`config.mk`:
```
export PLATFORM = sky130hd
export DESIGN_NAME = mutex_lock_client
export DESIGN_NICKNAME = d
export VERILOG_FILES = /design/src/rtl/mutex_pkg.sv /design/src/rtl/mutex_backoff_ctr.sv /design/src/rtl/mutex_lock_client.sv
export SDC_FILE = /design/constraint.sdc
export NUM_CORES = 1
export LEC_CHECK = 0
export ABC_AREA = 1
export CAP_MARGIN = 20
export CORE_ASPECT_RATIO = 0.75
export CORE_UTILIZATION = 41
export CTS_BUF_LIST = sky130_fd_sc_hd__clkbuf_8
export DETAILED_ROUTE_END_ITERATION = 16
export GPL_TIMING_DRIVEN = 0
export MAX_ROUTING_LAYER = met4
export PLACE_DENSITY = 0.88
export SYNTH_ARGS = -nofsm -noshare
export SYNTH_HDL_FRONTEND = slang
export SYNTH_SLANG_ARGS = --single-unit
```
`constraint.sdc`:
```
create_clock -name clk -period 3.4 [get_ports clk]
set_input_delay 0.68 -clock clk [delete_from_list [all_inputs] [get_ports clk]]
set_output_delay 0.68 -clock clk [all_outputs]
set_load 0.1 [all_outputs]
```
`src/rtl/mutex_pkg.sv`:
```
// ---------------------------------------------------------------------------
// | mutex_pkg                                                               |
// | Shared FSM states, register map and field slices for the mutex client.  |
// | Revision: 1.0                                                           |
// ---------------------------------------------------------------------------
`default_nettype none

package mutex_pkg;

  typedef enum logic [2:0] {
    S_IDLE       = 3'd0,
    S_WRITE_TRY  = 3'd1,
    S_READ_CHECK = 3'd2,
    S_BACKOFF    = 3'd3,
    S_HELD       = 3'd4,
    S_RELEASE    = 3'd5
  } mutex_state_t;

  localparam logic MUTEX_ADDR_STATE = 1'b0;
  localparam logic MUTEX_ADDR_RESET = 1'b1;

  localparam int OWNER_MSB = 31;
  localparam int OWNER_LSB = 16;
  localparam int VALUE_MSB = 15;
  localparam int VALUE_LSB = 0;

endpackage

`default_nettype wire

```
`src/rtl/mutex_backoff_ctr.sv`:
```
// ---------------------------------------------------------------------------
// | mutex_backoff_ctr                                                       |
// | Backoff down-counter; MUTEX_CLIENT_EXP_BACKOFF_EN enables doubling.     |
// | Revision: 1.0                                                           |
// ---------------------------------------------------------------------------
`default_nettype none

module mutex_backoff_ctr #(
  parameter logic [7:0]  BACKOFF_CYCLES = 8'd4
`ifdef MUTEX_CLIENT_EXP_BACKOFF_EN
  ,
  parameter logic [15:0] BACKOFF_MAX    = 16'd256
`endif
) (
  input  logic clk,
  input  logic reset_n,
  input  logic start,
  input  logic load,
  input  logic dec,
  output logic expire
);

`ifdef MUTEX_CLIENT_EXP_BACKOFF_EN
  logic [15:0] r_count;
  logic [15:0] r_reload;
  logic [16:0] w_doubled;

  assign w_doubled = {r_reload, 1'b0};

  // The counter takes the current reload; the reload then doubles toward the cap.
  always_ff @(posedge clk or negedge reset_n) begin
    if (!reset_n) begin
      r_count  <= 16'd0;
      r_reload <= 16'd0;
    end else if (start) begin
      r_count  <= {8'd0, BACKOFF_CYCLES};
      r_reload <= {8'd0, BACKOFF_CYCLES};
    end else if (load) begin
      r_count  <= r_reload;
      r_reload <= (w_doubled > {1'b0, BACKOFF_MAX}) ? BACKOFF_MAX : w_doubled[15:0];
    end else if (dec && (r_count != 16'd0)) begin
      r_count <= r_count - 16'd1;
    end
  end

  assign expire = (r_count == 16'd1);
`else
  logic [7:0] r_count;

  always_ff @(posedge clk or negedge reset_n) begin
    if (!reset_n) begin
      r_count <= 8'd0;
    end else if (start || load) begin
      r_count <= BACKOFF_CYCLES;
    end else if (dec && (r_count != 8'd0)) begin
      r_count <= r_count - 8'd1;
    end
  end

  assign expire = (r_count == 8'd1);
`endif

endmodule

`default_nettype wire

```
`src/rtl/mutex_lock_client.sv`:
```
// ---------------------------------------------------------------------------
// | mutex_lock_client                                                       |
// | Avalon-MM master turning acquire/release pulses into mutex accesses.    |
// | Optional: MUTEX_CLIENT_EXP_BACKOFF_EN (exponential backoff).            |
// | Revision: 1.0                                                           |
// ---------------------------------------------------------------------------
`default_nettype none

module mutex_lock_client
  import mutex_pkg::*;
#(
  parameter logic [15:0] OWNER_ID       = 16'h0001,
  parameter logic [15:0] LOCK_VALUE     = 16'h0001,
  parameter logic [7:0]  MAX_RETRIES    = 8'd0,
  parameter logic [7:0]  BACKOFF_CYCLES = 8'd4,
  parameter logic [15:0] BACKOFF_MAX    = 16'd256
) (
  input  logic        clk,
  input  logic        reset_n,
  input  logic        req_acquire,
  input  logic        req_release,
  output logic        granted,
  output logic        busy,
  output logic        fail,
  output logic        done,
  output logic        m_address,
  output logic        m_chipselect,
  output logic        m_write,
  output logic        m_read,
  output logic [31:0] m_writedata,
  input  logic [31:0] m_readdata
);

  mutex_state_t r_state;
  logic [7:0]   r_retry_cnt;
  logic         r_fail;

  logic [7:0]   w_retry_next;
  logic         w_match;
  logic         w_give_up;
  logic         w_bo_start;
  logic         w_bo_load;
  logic         w_bo_expire;

  assign w_match      = (m_readdata[OWNER_MSB:OWNER_LSB] == OWNER_ID) &&
                        (m_readdata[VALUE_MSB:VALUE_LSB] == LOCK_VALUE);
  assign w_retry_next = (r_retry_cnt == 8'hFF) ? 8'hFF : r_retry_cnt + 8'd1;
  assign w_give_up    = (MAX_RETRIES != 8'd0) && (w_retry_next == MAX_RETRIES);

  assign w_bo_start = (r_state == S_IDLE) && req_acquire;
  assign w_bo_load  = (r_state == S_READ_CHECK) && !w_match && !w_give_up;

  mutex_backoff_ctr #(
    .BACKOFF_CYCLES (BACKOFF_CYCLES)
`ifdef MUTEX_CLIENT_EXP_BACKOFF_EN
    ,
    .BACKOFF_MAX    (BACKOFF_MAX)
`endif
  ) u_backoff (
    .clk     (clk),
    .reset_n (reset_n),
    .start   (w_bo_start),
    .load    (w_bo_load),
    .dec     (r_state == S_BACKOFF),
    .expire  (w_bo_expire)
  );

  always_ff @(posedge clk or negedge reset_n) begin
    if (!reset_n) begin
      r_state     <= S_IDLE;
      r_retry_cnt <= 8'd0;
      r_fail      <= 1'b0;
    end else begin
      r_fail <= 1'b0;
      case (r_state)
        S_IDLE: begin
          if (req_acquire) begin
            r_state     <= S_WRITE_TRY;
            r_retry_cnt <= 8'd0;
          end
        end
        S_WRITE_TRY: r_state <= S_READ_CHECK;
        S_READ_CHECK: begin
          if (w_match) begin
            r_state <= S_HELD;
          end else begin
            r_retry_cnt <= w_retry_next;
            if (w_give_up) begin
              r_state <= S_IDLE;
              r_fail  <= 1'b1;
            end else begin
              r_state <= S_BACKOFF;
            end
          end
        end
        S_BACKOFF: begin
          if (w_bo_expire) r_state <= S_WRITE_TRY;
        end
        S_HELD: begin
          if (req_release) r_state <= S_RELEASE;
        end
        S_RELEASE: r_state <= S_IDLE;
        default:   r_state <= S_IDLE;
      endcase
    end
  end

  // Bus strobes are pure decodes of the registered state, so reset clears them at once.
  assign granted      = (r_state == S_HELD);
  assign done         = (r_state == S_RELEASE);
  assign fail         = r_fail;
  assign busy         = (r_state == S_WRITE_TRY) || (r_state == S_READ_CHECK) ||
                        (r_state == S_BACKOFF)   || (r_state == S_RELEASE);
  assign m_address    = MUTEX_ADDR_STATE;
  assign m_write      = (r_state == S_WRITE_TRY) || (r_state == S_RELEASE);
  assign m_read       = (r_state == S_READ_CHECK);
  assign m_chipselect = m_write || m_read;
  assign m_writedata  = (r_state == S_WRITE_TRY) ? {OWNER_ID, LOCK_VALUE} :
                        (r_state == S_RELEASE)   ? {OWNER_ID, 16'h0000}   : 32'h0;

endmodule

`default_nettype wire

```
Word-level counts from Yosys, hierarchy flattened:

Index checks and enable logic that the tools add are counted.

* register bits after elaboration: 11
* bits of input ports: 36
* output and inout bits: 40
* logic and storage cells: 38

* $add $sub $neg: 1
* eq/ne operators: 11
* muxes and demuxes: 9
* reduce and logical (&&, ||, !) cells: 15

Operator list (number)
* 2-to-1 mux 17 bit: 2
* == test 16 x 1 -> 1 bit (second input constant): 2
* 2-to-1 mux 8 bit: 2
* one-hot mux 3 bit (5 select lines): 1
* 2-to-1 mux 3 bit: 4
* == test 8 x 1 -> 1 bit (second input constant): 1
* nonzero test 8 bit: 1
* subtractor 8 x 1 -> 8 bit (second input constant): 1
* == test 3 x 2 -> 1 bit (second input constant): 2
* == test 3 bit (second input constant): 2
* logical OR 1 bit: 6
* inequality test 2 bit (second input constant): 3
* logical AND 1 bit: 4
* == test 3 x 1 -> 1 bit (second input constant): 1
* zero test 3 bit: 1
* AND reduction 3 bit: 1
* nonzero test 2 bit: 1
* zero test 1 bit: 1

Logic depth before layout (Yosys ltp):

* depth in word-level cells: 6
* mapped depth: 10
* depth with buffers taken out: 10

Cells and area by module:

Synthesis repeated with hierarchy kept, for this count alone.

* cells, all modules: 203
* area, all modules: 1270.0 um^2

Modules (own cells, without submodules)
* mutex_lock_client: times used 1, cells each 127, area an instance 714.4 um^2, seq. area each 75.1 um^2
* mutex_backoff_ctr: times used 1, cells each 76, area an instance 555.5 um^2, seq. area each 200.2 um^2

Least setup slack after synthesis:

Ideal clock, no wire load.

* path kind: reg2out
* from: register r_state[0]
* to: output port m_writedata[0]
* arrival: 3355 ps
* required time: 2720 ps
* setup slack: -635 ps
* cell stages (with the launch flop): 5
* cell sequence: dfrtp_1 -> inv_2 -> nor2_1 -> inv_1 -> nor2_1

* longest elaborated chain between the ends: 2

RTL lines
* start, declared: RTL line mutex_lock_client.sv:34 `mutex_state_t r_state;`
* start signal, assigned: RTL line mutex_lock_client.sv:70 `r_state <= S_IDLE;`
* start signal, assigned: RTL line mutex_lock_client.sv:78 `r_state <= S_WRITE_TRY;`
* start signal, assigned: RTL line mutex_lock_client.sv:82 `S_WRITE_TRY: r_state <= S_READ_CHECK;`
* == test 3 x 1 -> 1 bit: RTL line mutex_lock_client.sv:118 `assign m_writedata = (r_state == S_WRITE_TRY) ? {OWNER_ID, LOCK_VALUE} :`
* 2-to-1 mux 17 bit: RTL line mutex_lock_client.sv:118
* end, declared: RTL line mutex_lock_client.sv:30 `output logic [31:0] m_writedata,`

Every way passes these cells.

Final worst setup path:

* from: register r_state[2]
* to: output port m_chipselect

* longest elaborated chain between the ends: 3

RTL lines
* == test 3 x 1 -> 1 bit / == test 3 bit (equally long branches): RTL line mutex_lock_client.sv:115 `assign m_write = (r_state == S_WRITE_TRY) || (r_state == S_RELEASE);`
* logical OR 1 bit: RTL line mutex_lock_client.sv:115
* logical OR 1 bit (*): RTL line mutex_lock_client.sv:117 `assign m_chipselect = m_write || m_read;`
* end, declared: RTL line mutex_lock_client.sv:27 `output logic m_chipselect,`

Every way passes the cells marked *; elsewhere a longest branch is shown, timed or not.

==> metrics.md <==
| Metric | Value |
|---|---|
| Clk pwr share | 8.9% |
| Comb power frac | 74.9% |
| Worst path slowest cell | clkdlybuf4s50_1 |
| Buf+Inv Stages, Crit Path | 3 |
| Initial Utilization | 45.2% |
| Critical Path RT | 2720 ps |
| Number of synthesized flops with an enable pin | 0 |
| Port Buffers | 43 |
| Max-Cap Viols | 0 |
| Ant. Diodes | 0 |
| Met3 Use GR | 3.01% |
| Routed wire per std cell | 8.94 um |
| # resized after CTS | 0 |
| Share of cells above drive strength 1 | 24.2% |
| Slew HR | 34.7% |
| Die X | 65.3 um |
| Peak VDD IR | 0.332 mV |
| Initial detailed-routing violation count | 82 |
| Share of the clock period used by the worst path | 87.0% |
| Hold wc startpoint | u_backoff.r_count[1]$_DFFE_PN0P_ |
| Critical path cell sequence | inv_2, nand2_4, nor2_2, inv_1, nand2_1, clkdlybuf4s50_1 |
| Vias in the first global route | 1,113 |
| Worst-margin pin slew | 976 ps |
| DP Area | 1830 um^2 |
| Crit. Startpoint | r_state[2]$_DFFE_PN0P_ |
| Via density per instance | 3.94 |
| Cts-stage hold buffer count | 0 |
| Main synth FF type | dfrtp_1 |
| Setup TNS | 0 ps |
| Leakage | 1.05 nW |
| Initial antenna violation count | 0 |
| Row count | 16 |
| CTS Sinks | 11 |
| Pre-antenna DRT Iters | 4 |
| Final Hold Viols | 0 |
| Synth Instances | 186 |
| Htree depth | 1 |
| Crit. End Element | output port |
| Layout area overhead | 52.3% |
| Worst-path clk slew | 50 ps |
| Skew final | 5.00 ps |
| Gr ovfl total | 0 |
| Met1 usage | 20.3% |
| Largest net degree at the start of global routing | 12 |
| Routed WL | 2.68 mm |
| Pwr/cell area | 770 nW/um^2 |
| Syn avg cell area | 6.62 um^2 |
| First-pass GRT wire length | 4.51 mm |
| Ys async rst share | 100% |
| Synth cell types | 28 |
| Post-synthesis sequential area ratio | 22.4% |
| Clock root cell | clkbuf_8 |
| Most frequent cell after synthesis | inv_1 |
| Sequential group share of total power | 16.1% |
| Detail Route Antenna Nets | 0 |
| Detailed placer's ending HPWL | 2.38 mm |
| Top-Level Pins | 76 |
| Top post-synthesis cells by area | dfrtp_1 22%, buf_4 20%, inv_1 11% |
| DRC viols | 0 |
| Internal power | 558 uW |
| CTS Buffer Depth | 2 |
| Fmax achieved | 338 MHz |
| Die area | 3230 um^2 |
| Post-synthesis register bit count | 11 |
| Post-CTS Setup Repair Bufs | 0 |
| Outcome | finished, final reports clean |
| Cell taking the most area after synthesis | dfrtp_1 |
| Kind of critical path | reg2out |
| Fin crit period | 2960 ps |
| Clock latency on the worst-skew pair | 240 ps |
| Family with the most delay on the worst path | buffers and inverters |
| Worst r2r src | u_backoff.r_count[0]$_DFFE_PN0P_ |
| Final core area utilization | 68.9% |
| CTS tree | built |
| Switching Fraction | 61.4% |
| Setup violators final | 0 |
| Post-Layout Inst Area | 1880 um^2 |
| Synth warn | 0 |
| Unrepaired setup endpoints after global routing | no |
| Max FO, Critical Path | 4 |
| Worst Hold Class | reg2reg |
| Met2 usage in global routing | 33.7% |
| Arrival time worst endpoint | 2280 ps |
| Fin. max-slew vios | 0 |
| Core box area | 2720 um^2 |
| Startpoint Class | register |
| RD Place Congestion | 0.848 |
| Busiest layer in global routing | met2 |
| Final Power | 1.45 mW |
| Cts bufs inserted | 3 |
| Vias | 1,182 |
| Total GRT Usage | 18.5% |
| Post-synth top area share | 22.4% |
| Final #Nets | 303 |
| Die H | 49.5 um |
| Most instantiated cells after synthesis | 37 x inv_1, 33 x buf_4, 33 x nand2_1 |
| Slowest Stage Delay on Critical Path | 1130 ps |
| Switch Pwr | 887 uW |
| Mapped Area | 1230 um^2 |
sequential cells by signal, summed over array words and instances (netlist names):
| name | count |
|---|---|
| r_state | 3 |
| u_backoff.r_count | 8 |
per-layer routing:
layer  vias up  routed length, um  share of wire, %
met4         0                 21              0.78
met2        46               1370                51
met1       499               1110                42
met3         4                172               6.4
met5         -                  0                 0
li1        633                  -                 -
power groups by stage:
stage | combinational, mW | clock (mW) | sequential [mW]
2_1_floorplan | 0.889 | 0 | 0.225
3_3_place_gp | 1.06 | 0 | 0.234
3_5_place_dp | 1.08 | 0 | 0.234
4_1_cts | 1.08 | 0.134 | 0.232
5_1_grt | 1.16 | 0.140 | 0.240
6_report | 1.08 | 0.129 | 0.233
worst min-delay path, stage by stage (launching register included):
cell and delay [ps]:
dfrtp_1 370, nand2_1 80, a21oi_2 50
cells by family (layout without fill, tap and decap cells):
kind of cell	Yosys count	count (layout)	synth area share, %
XOR/XNOR	3	3	2.13
adder cells (fa/ha/maj)	2	2	2.03
other	1	32	0.305
flip-flops	11	11	22.4
AO/OA/AOI/OAI	6	6	3.35
buffers and inverters	76	123	33.2
AND/OR/NAND/NOR	87	87	36.6
through the flow:
stage | instances | hold slack (ps) | setup WS (ps)
floorplan | 217 | 384 | 353
global placement | 296 | 535 | 703
detailed placement | 296 | 536 | 687
CTS | 300 | 545 | 422
global route | 300 | 594 | 339
finish | 300 | 542 | 443
path summary, 6_finish.rpt:
path,cells past startpoint,slack [ps],end
worst min register to register,2,540,u_backoff.r_count[1]$_DFFE_PN0P_
worst min-delay path,2,540,u_backoff.r_count[1]$_DFFE_PN0P_
worst max register to register,9,1900,u_backoff.r_count[2]$_DFFE_PN0P_
min in group asynchronous,1,790,u_backoff.r_count[5]$_DFFE_PN0P_
worst max-delay path,6,440,m_chipselect
max in group asynchronous,1,2260,r_state[2]$_DFFE_PN0P_
layout make-up:
class | instances | area, um^2
Fill cell | 229 | 847
Multi-Input combinational cell | 130 | 671
Timing Repair Buffer | 43 | 430
Sequential cell | 11 | 275
Buffer | 33 | 248
Inverter | 43 | 161
Tap cell | 36 | 45.0
Clock buffer | 3 | 41.3
Clock inverter | 1 | 3.75
layout by cell type (no fill, tap or decap), types with 6 or more instances in the layout:
cell type	Yosys	final
nor2_1	25	22
inv_2	6	6
dfrtp_1	11	11
clkdlybuf4s50_1	0	43
inv_1	37	38
nand3_1	6	6
nor2_2	3	6
conb_1	1	32
buf_4	33	33
nand2_1	33	33
(Power assumes the default switching activity.)
